**config.mk**
```make
export PLATFORM = sky130hd
export DESIGN_NAME = if_fetch_unit
export DESIGN_NICKNAME = d
export VERILOG_FILES = /design/src/rtl/if_fetch_unit.sv
export SDC_FILE = /design/constraint.sdc
export NUM_CORES = 1
export LEC_CHECK = 0
export ABC_AREA = 1
export BUFFER_PORTS_ARGS = -buffer_cell sky130_fd_sc_hd__buf_2
export CAP_MARGIN = 20
export CORE_MARGIN = 1.5
export CORE_UTILIZATION = 59
export CTS_BUF_LIST = sky130_fd_sc_hd__clkbuf_4 sky130_fd_sc_hd__clkbuf_8
export DETAILED_ROUTE_END_ITERATION = 8
export PLACE_DENSITY_LB_ADDON = 0.08
export SYNTH_ARGS = -nofsm -noshare
export SYNTH_HDL_FRONTEND = slang
export SYNTH_SLANG_ARGS = --single-unit
```
**constraint.sdc**
```tcl
create_clock -name clk -period 10.6 [get_ports clk]
set_input_delay 2.12 -clock clk [delete_from_list [all_inputs] [get_ports clk]]
set_output_delay 2.12 -clock clk [all_outputs]
set_load 0.05 [all_outputs]
```
**src/rtl/if_fetch_unit.sv**
```systemverilog
// Instruction-fetch stage: generates PCs, fetches over a req/ack handshake
// into a 2-entry prefetch queue, and presents the queue head to ID.
// Handles ID load stalls (hold) and branch/jump redirects (flush + refetch).
module if_fetch_unit #(
  parameter logic [31:0] RESET_PC = 32'h0000_0000,
  parameter int          QDEPTH   = 2
) (
  input  logic        clk,
  input  logic        rst,
  input  logic        stall,
  input  logic        branch,
  input  logic [31:0] new_pc,
  output logic        imem_req,
  output logic [31:0] imem_addr,
  input  logic        imem_ack,
  input  logic [31:0] imem_rdata,
  output logic [31:0] if_inst,
  output logic [31:0] if_pc4,
  output logic        if_valid,
  output logic [3:0]  IF_ins_type,
  output logic [3:0]  IF_ins_number
);

  // RUN: normal fetching. DRAIN: a redirect arrived while a request was
  // outstanding; finish that handshake and throw the word away.
  typedef enum logic {
    S_RUN   = 1'b0,
    S_DRAIN = 1'b1
  } state_t;

  state_t      state_q, state_d;
  logic [31:0] fetch_pc_q, fetch_pc_d;
  logic [31:0] drain_addr_q, drain_addr_d;
  logic [3:0]  tag_q, tag_d;
  logic [1:0]  count_q, count_d;

  // Queue storage; entry 0 is always the head.
  logic [31:0] q_inst_q [0:1];
  logic [31:0] q_pc4_q  [0:1];
  logic [3:0]  q_tag_q  [0:1];
  logic [31:0] q_inst_d [0:1];
  logic [31:0] q_pc4_d  [0:1];
  logic [3:0]  q_tag_d  [0:1];

  logic        req_raw;
  logic [31:0] addr_raw;
  logic        push;
  logic        pop;
  logic        valid;
  logic [1:0]  wr_sel;

  // Instruction class from the opcode field.
  function automatic logic [3:0] ins_class(input logic [31:0] inst);
    logic [5:0] op;
    op = inst[31:26];
    if (inst == 32'd0)
      return 4'd0;
    case (op)
      6'b000000:            return 4'd1;
      6'b100011:            return 4'd3;
      6'b101011:            return 4'd4;
      6'b000100, 6'b000101: return 4'd5;
      6'b000010, 6'b000011: return 4'd6;
      default:              return 4'd2;
    endcase
  endfunction

  // Request/address generation; reset forces the request low immediately
  // so an in-flight ack is ignored.
  always_comb begin
    req_raw  = (state_q == S_DRAIN) ? 1'b1 : (count_q < 2'(QDEPTH));
    addr_raw = (state_q == S_DRAIN) ? drain_addr_q : fetch_pc_q;
    imem_req  = req_raw & ~rst;
    imem_addr = rst ? 32'd0 : addr_raw;
  end

  // Head-of-queue presentation to ID; zeros when empty.
  always_comb begin
    valid         = (count_q != 2'd0);
    if_valid      = valid;
    if_inst       = valid ? q_inst_q[0] : 32'd0;
    if_pc4        = valid ? q_pc4_q[0]  : 32'd0;
    IF_ins_number = valid ? q_tag_q[0]  : 4'd0;
    IF_ins_type   = ins_class(if_inst);
  end

  // Next-state: redirect beats everything, then drain completion, then
  // normal push/pop of the prefetch queue.
  always_comb begin
    state_d      = state_q;
    fetch_pc_d   = fetch_pc_q;
    drain_addr_d = drain_addr_q;
    tag_d        = tag_q;
    count_d      = count_q;
    for (int i = 0; i < 2; i++) begin
      q_inst_d[i] = q_inst_q[i];
      q_pc4_d[i]  = q_pc4_q[i];
      q_tag_d[i]  = q_tag_q[i];
    end
    push   = (state_q == S_RUN) & req_raw & imem_ack & ~branch;
    pop    = valid & ~stall & ~branch;
    wr_sel = count_q - {1'b0, pop};

    if (branch) begin
      count_d    = 2'd0;
      fetch_pc_d = new_pc;
      if (req_raw && !imem_ack) begin
        // Keep the outstanding address stable until the memory acks it.
        state_d = S_DRAIN;
        if (state_q == S_RUN)
          drain_addr_d = fetch_pc_q;
      end else begin
        state_d = S_RUN;
      end
    end else if (state_q == S_DRAIN) begin
      if (imem_ack)
        state_d = S_RUN;
    end else begin
      if (pop) begin
        q_inst_d[0] = q_inst_q[1];
        q_pc4_d[0]  = q_pc4_q[1];
        q_tag_d[0]  = q_tag_q[1];
      end
      if (push) begin
        // New word goes behind whatever survives this edge's pop.
        if (wr_sel[0]) begin
          q_inst_d[1] = imem_rdata;
          q_pc4_d[1]  = fetch_pc_q + 32'd4;
          q_tag_d[1]  = tag_q;
        end else begin
          q_inst_d[0] = imem_rdata;
          q_pc4_d[0]  = fetch_pc_q + 32'd4;
          q_tag_d[0]  = tag_q;
        end
        tag_d      = tag_q + 4'd1;
        fetch_pc_d = fetch_pc_q + 32'd4;
      end
      count_d = count_q + {1'b0, push} - {1'b0, pop};
    end
  end

  // State registers with asynchronous reset.
  always_ff @(posedge clk or posedge rst) begin
    if (rst) begin
      state_q      <= S_RUN;
      fetch_pc_q   <= RESET_PC;
      drain_addr_q <= RESET_PC;
      tag_q        <= 4'd0;
      count_q      <= 2'd0;
      for (int i = 0; i < 2; i++) begin
        q_inst_q[i] <= 32'd0;
        q_pc4_q[i]  <= 32'd0;
        q_tag_q[i]  <= 4'd0;
      end
    end else begin
      state_q      <= state_d;
      fetch_pc_q   <= fetch_pc_d;
      drain_addr_q <= drain_addr_d;
      tag_q        <= tag_d;
      count_q      <= count_d;
      for (int i = 0; i < 2; i++) begin
        q_inst_q[i] <= q_inst_d[i];
        q_pc4_q[i]  <= q_pc4_d[i];
        q_tag_q[i]  <= q_tag_d[i];
      end
    end
  end

endmodule

```
==> results of run 1 <==
==> metal layers <==
metal  vias to the layer above  GRT usage, %  routed length, um
li1                       5335             -                  -
met1                      5019          43.7              13700
met2                       396          50.4              14200
met3                        60          4.76               2140
met4                         0          12.0                773
met5                         -             0                  0
==> logic make-up (layout without fill, tap and decap cells) <==
logic type,Yosys count,in the layout,synth area share [%]
simple gates,902,902,31.3
other cells,1,1,0.0333
buf+inv,228,382,8.45
fa+ha+maj,4,4,0.444
mux,3,3,0.266
flops,207,207,46.0
compound gates,249,249,12.5
xor+xnor,14,14,1.09
==> power breakdown <==
group / internal [uW] / leakage (uW) / switching [uW]
Combinational: 288 / 0.00387 / 685
Clock: 467 / 0.000424 / 331
Sequential: 1060 / 0.00259 / 169
Total: 1820 / 0.00689 / 1190
==> registers in the layout, summed over array words and instances, names as in the netlist <==
name and cells:
count_q 2, drain_addr_q 32, fetch_pc_q 32, q_inst_q 64, q_pc4_q 64, q_tag_q 8, state_q 1, tag_q 4
==> worst max-delay path, stage by stage, from the launching register on <==
cell and delay, ns:
dfrtp_1 0.47, nor2_4 0.66, buf_4 0.54, a21oi_1 0.08, nor2_1 0.30, nand4_1 0.21
nor2_1 0.15, nor2_1 0.05, buf_2 0.20
==> cell usage after synthesis <==
library cell / number
buf_6: 2
xor2_1: 12
a21oi_4: 1
nand4_1: 7
buf_1: 2
o211ai_1: 50
inv_2: 6
mux2i_1: 3
inv_1: 129
o22ai_1: 3
o21ai_2: 1
o21ai_1: 11
conb_1: 1
nand3_1: 82
o221ai_1: 1
a21oi_1: 59
dfrtp_1: 207
buf_2: 38
nand2_1: 629
buf_4: 9
a22oi_1: 1
clkbuf_1: 42
ha_1: 4
o21ai_0: 119
nand2_4: 2
o21bai_1: 3
nand2_2: 2
nor2_1: 179
xnor2_1: 2
nor3_1: 1
==> worst min-delay path by stage <==
stage / end / startpoint / depth (start not counted)
finish: q_pc4_q[23] / q_pc4_q[23] / 2
global route: q_pc4_q[23] / q_pc4_q[23] / 2
CTS: q_pc4_q[29] / q_pc4_q[29] / 2
detailed placement: q_pc4_q[29] / q_pc4_q[29] / 2
global placement: q_pc4_q[29] / q_pc4_q[29] / 2
floorplan: q_pc4_q[22] / q_pc4_q[22] / 2
==> layout make-up <==
| class | count | area [um2] | area share, % |
|---|---|---|---|
| Clock inverter | 4 | 48.8 | 0.378 |
| Inverter | 135 | 514 | 3.99 |
| Clock buffer | 60 | 744 | 5.77 |
| Timing Repair Buffer | 183 | 961 | 7.45 |
| Sequential cell | 207 | 5180 | 40.1 |
| Multi-Input combinational cell | 1173 | 5160 | 40.0 |
| Tap cell | 234 | 293 | 2.27 |
==> per-stage QoR <==
stage          power [uW]  instance area, um2  std cells  utilization, %  hold slack [ns]
2_1_floorplan        1970               11300       1608               -            0.444
3_3_place_gp         2170               12100       1931            64.6            0.456
3_5_place_dp         2200               12100       1931            64.6            0.460
4_1_cts              3010               12900       1995            68.8            0.477
5_1_grt              3200               12900       1996            69.0            0.486
6_report             3000               12900       1996            69.0            0.474
==> impl_metrics.csv, run 1 <==
group,metric,value,unit
min_path,hold_path.class,"reg2reg",
clocking,root_buffer,"clkbuf_8",
floorplanning,die_area,0.0199,mm2
placed_design,dp_slack,5.22,ns
sta,fin_crit_sh,50.3,%
route,vias,10810,
yosys,synth_cell_type_count,30,
power_and_ir_drop,power_density,233,mW/mm2
clocking,cts_resized,0,
global_route,grt_usage,31.5,%
global_route,grt.overflow.total,0,
yosys,synth_fp_nets,1681,
sta,finalWorstPathRequiredPeriod,5.33,ns
clocking,cts.htree.levels,2,
yosys,synth_sequential_area_ratio,46.0,%
floorplanning,placementRows,50,
worst_setup_path,reg2reg_depth,8,
power_and_ir_drop,irDropWorstVdd,149,uV
route,drt_iter0_drc,906,
final_layout,final_common_cell,"nand2_1",
sta,fin_worst_skew,0.0240,ns
worst_setup_path,critical_path.max_fanout,47,
clocking,cts.sinks,207,
sta,finalHoldViolCount,0,
placed_design,place_hpwl,19900,um
yosys,synth.avg_cell_area,7.01,um2
sta,drv_slew,0,
route,via_per_inst,5.42,
clocking,cts.path.max_buffers,3,
route,drtAntennaViolNets,0,
final_layout,layout-drive-gt1-share,14.9,%
worst_setup_path,endpoint_kind,"output port",
clocking,hold_buffers,0,
route,wl,30800,um
route,drc,0,
sta,setup_viol,0,
worst_setup_path,r2r-start,"state_q",
placed_design,gp_congestion,0.935,
power_and_ir_drop,leakage,0.00689,uW
worst_setup_path,endpoint,"IF_ins_type[0]",
sta,setup_slack,5.27,ns
sta,max_slew_margin,34.3,%
final_layout,filler_cell_count,1635,
yosys,synthesis.area,0.0113,mm2
sta,max_freq,188,MHz
global_route,grt_pass1_vias,10084,
clocking,cts_tree,"built",
sta,rsz0062_at_grt,"no",
clocking,cts_setup_buffers,0,
clocking,clock_latency,0.54,ns
floorplanning,die_height,141,um
yosys,synthCells,1608,
sta,setup_tns,0,ns
worst_setup_path,path_class,"reg2out",
worst_setup_path,critPathLaunch,"count_q[1]",
worst_setup_path,startpoint_type,"flop",
final_layout,final_cell_mix,"629 x nand2_1, 207 x dfrtp_1, 177 x nor2_1, 173 x buf_2, 127 x inv_1",
yosys,synth-seq-cells,207,
route,wl_per_cell,15.4,um
global_route,grt_max_degree,105,
yosys,yosys_warnings,0,
run,cap_viol_max_count,0,
placed_design,portBuffers,173,
global_route,antenna_found_initial,0,
floorplanning,ios,175,
yosys,yosysTopAreaCell,"dfrtp_1",
final_layout,num-nets-final,1809,
clocking,path_clk_slew,0.06,ns
worst_setup_path,r2r-end,"q_inst_q[24]",
route,first_pass_iters,5,
yosys,yosysTopAreaCellShare,46.0,%
run_status,status,"finished, final reports clean",
floorplanning,start_util,60.2,%
final_layout,diodes,0,
worst_setup_path,required,8.48,ns
worst_setup_path,reg2reg_slack,6.46,ns
global_route,grt_first_pass_wirelength,50400,um
clocking,cts-buffers-inserted,36,
sta,tightest_slew,0.984,ns
final_layout,area_growth,14.5,%
yosys,synth.area.top_cells,"dfrtp_1 46%, nand2_1 21%, nor2_1 6.0%",
floorplanning,core_area,0.0187,mm2
floorplanning,die_w,141,um
worst_setup_path,worstPathArrival,3.21,ns
(Power assumes the default switching activity.)
==> run 2, diff against run 1 <==
==> constraint.sdc (replaced) <==
create_clock -name clk -period 5 [get_ports clk]
set_input_delay 1 -clock clk [delete_from_list [all_inputs] [get_ports clk]]
set_output_delay 1 -clock clk [all_outputs]
set_load 0.05 [all_outputs]
==> impl_metrics.csv, run 2 (same netlist as run 1, synthesis figures left out) <==
group,metric,value,unit
clocking,root_buffer,"clkbuf_8",
sta,drv_slew,0,
sta,rsz0062_at_grt,"no",
sta,setup_tns,0,ns
worst_setup_path,path_delay_family,"simple AND/OR/NAND/NOR gates",
worst_setup_path,path_cells,"nor2_4, buf_4, a21oi_1, nor2_1, nand4_1, nor2_1, nor2_1, buf_2",
floorplanning,die_area,0.0199,mm2
final_layout,num-nets-final,1816,
worst_setup_path,required,4.00,ns
clocking,cts.sinks,207,
worst_setup_path,critical_path.max_fanout,23,
min_path,hold_path.class,"reg2reg",
clocking,path_clk_slew,0.06,ns
run_status,status,"finished, final reports clean",
sta,max_freq,275,MHz
sta,max_slew_margin,33.7,%
route,vias,10811,
sta,fin_crit_sh,72.9,%
power_and_ir_drop,irDropWorstVdd,300,uV
global_route,grt_max_degree,78,
clocking,clock_latency,0.54,ns
route,drc,0,
clocking,cts_resized,0,
worst_setup_path,endpoint_kind,"output port",
global_route,grt_usage,31.2,%
sta,setup_viol,0,
worst_setup_path,crit_path_max_incr_delay,0.46,ns
floorplanning,core_area,0.0187,mm2
clocking,cts_setup_buffers,0,
global_route,grt_pass1_vias,9869,
power_and_ir_drop,power_density,493,mW/mm2
route,drt-met1-wl,14000,um
final_layout,layout-drive-gt1-share,15.3,%
run,cap_viol_max_count,0,
final_layout,final_cell_mix,"629 x nand2_1, 207 x dfrtp_1, 177 x nor2_1, 173 x buf_2, 127 x inv_1",
final_layout,reg_top3,"q_inst_q (64), q_pc4_q (64)",
route,wl_per_cell,15.2,um
floorplanning,placementRows,50,
clocking,cts-buffers-inserted,37,
clocking,cts_tree,"built",
global_route,grt.overflow.total,0,
final_layout,filler_cell_count,1626,
floorplanning,die_height,141,um
route,via_per_inst,5.40,
sta,finalHoldViolCount,0,
worst_setup_path,slowest_stage,"dfrtp_1",
route,first_pass_iters,6,
worst_setup_path,path_class,"reg2out",
sta,finalWorstPathRequiredPeriod,3.64,ns
sta,fin_worst_skew,0.0236,ns
placed_design,place_hpwl,20000,um
route,highest_layer,"met4",
route,drt_iter0_drc,819,
clocking,cts.htree.levels,2,
global_route,grt_first_pass_wirelength,49900,um
route,wl,30500,um
route,wl_met3,1950,um
floorplanning,ios,175,
placed_design,gp_congestion,0.919,
floorplanning,start_util,60.2,%
sta,tightest_slew,0.992,ns
worst_setup_path,startpoint_type,"flop",
worst_setup_path,worstPathArrival,2.64,ns
route,drtAntennaViolNets,0,
worst_setup_path,cp_common_cell,"nor2_1",
floorplanning,die_w,141,um
clocking,hold_buffers,0,
power_and_ir_drop,power,6420,uW
power_and_ir_drop,leakage,0.00694,uW
placed_design,portBuffers,173,
worst_setup_path,path_buf_inv,2,
final_layout,final_common_cell,"nand2_1",
final_layout,diodes,0,
final_layout,area_growth,15.5,%
clocking,cts.path.max_buffers,3,
global_route,antenna_found_initial,0,
route,wl_met2,14000,um
run 2: cell count changes in the layout (fill, tap and decap cells not counted), sizes merged:
cell / change
clkinv: -1
clkinvlp: +2
inv: -2
buf: +6
clkbuf: +2
run 2: worst paths after layout:
check | startpoint | to | slack [ns] | cells past startpoint
worst min register to register | q_pc4_q[30] | q_pc4_q[30] | 0.47 | 2
worst max register to register | count_q[1] | count_q[1] | 2.08 | 12
worst max-delay path | count_q[1] | IF_ins_type[0] | 1.36 | 8
min in group asynchronous | rst | fetch_pc_q[24] | 0.87 | 3
max in group asynchronous | rst | q_pc4_q[52] | 3.44 | 4
worst min-delay path | q_pc4_q[30] | q_pc4_q[30] | 0.47 | 2
run 2: worst min-delay path, cell delays in order, from the launching register on:
cell and delay (ns):
dfrtp_1 0.34, nand2_1 0.05, nand2_1 0.05
run 2: through the flow:
stage	hold slack, ns	utilization, %	worst slack (ns)	instances	area (um2)
after floorplan	0.444	-	0.896	1608	11300
after detailed placement	0.460	65.1	1.10	1937	12200
after CTS	0.477	69.5	1.31	2002	13000
final	0.473	69.6	1.36	2003	13000
after global placement	0.457	65.1	1.21	1937	12200
after global routing	0.495	69.6	1.15	2003	13000
run 2: power by group:
group,total (uW),internal (uW),switching (uW)
Combinational,2070,618,1450
Clock,1740,1040,703
Sequential,2620,2250,370
run 2: area by class of cell:
class	count	area, um2	share of cell area (%)
Sequential cell	207	5180	39.8
Timing Repair Buffer	189	1050	8.05
Clock inverter	3	42.5	0.327
Inverter	135	510	3.92
Tap cell	234	293	2.25
Multi-Input combinational cell	1173	5160	39.6
Clock buffer	62	785	6.02
run 2: layer usage:
| layer | up-vias | global-route usage [%] |
|---|---|---|
| met2 | 404 | 50.3 |
| met4 | 0 | 8.22 |
| met1 | 5012 | 44.4 |
| li1 | 5349 | - |
| met3 | 46 | 4.72 |
| met5 | - | 0 |
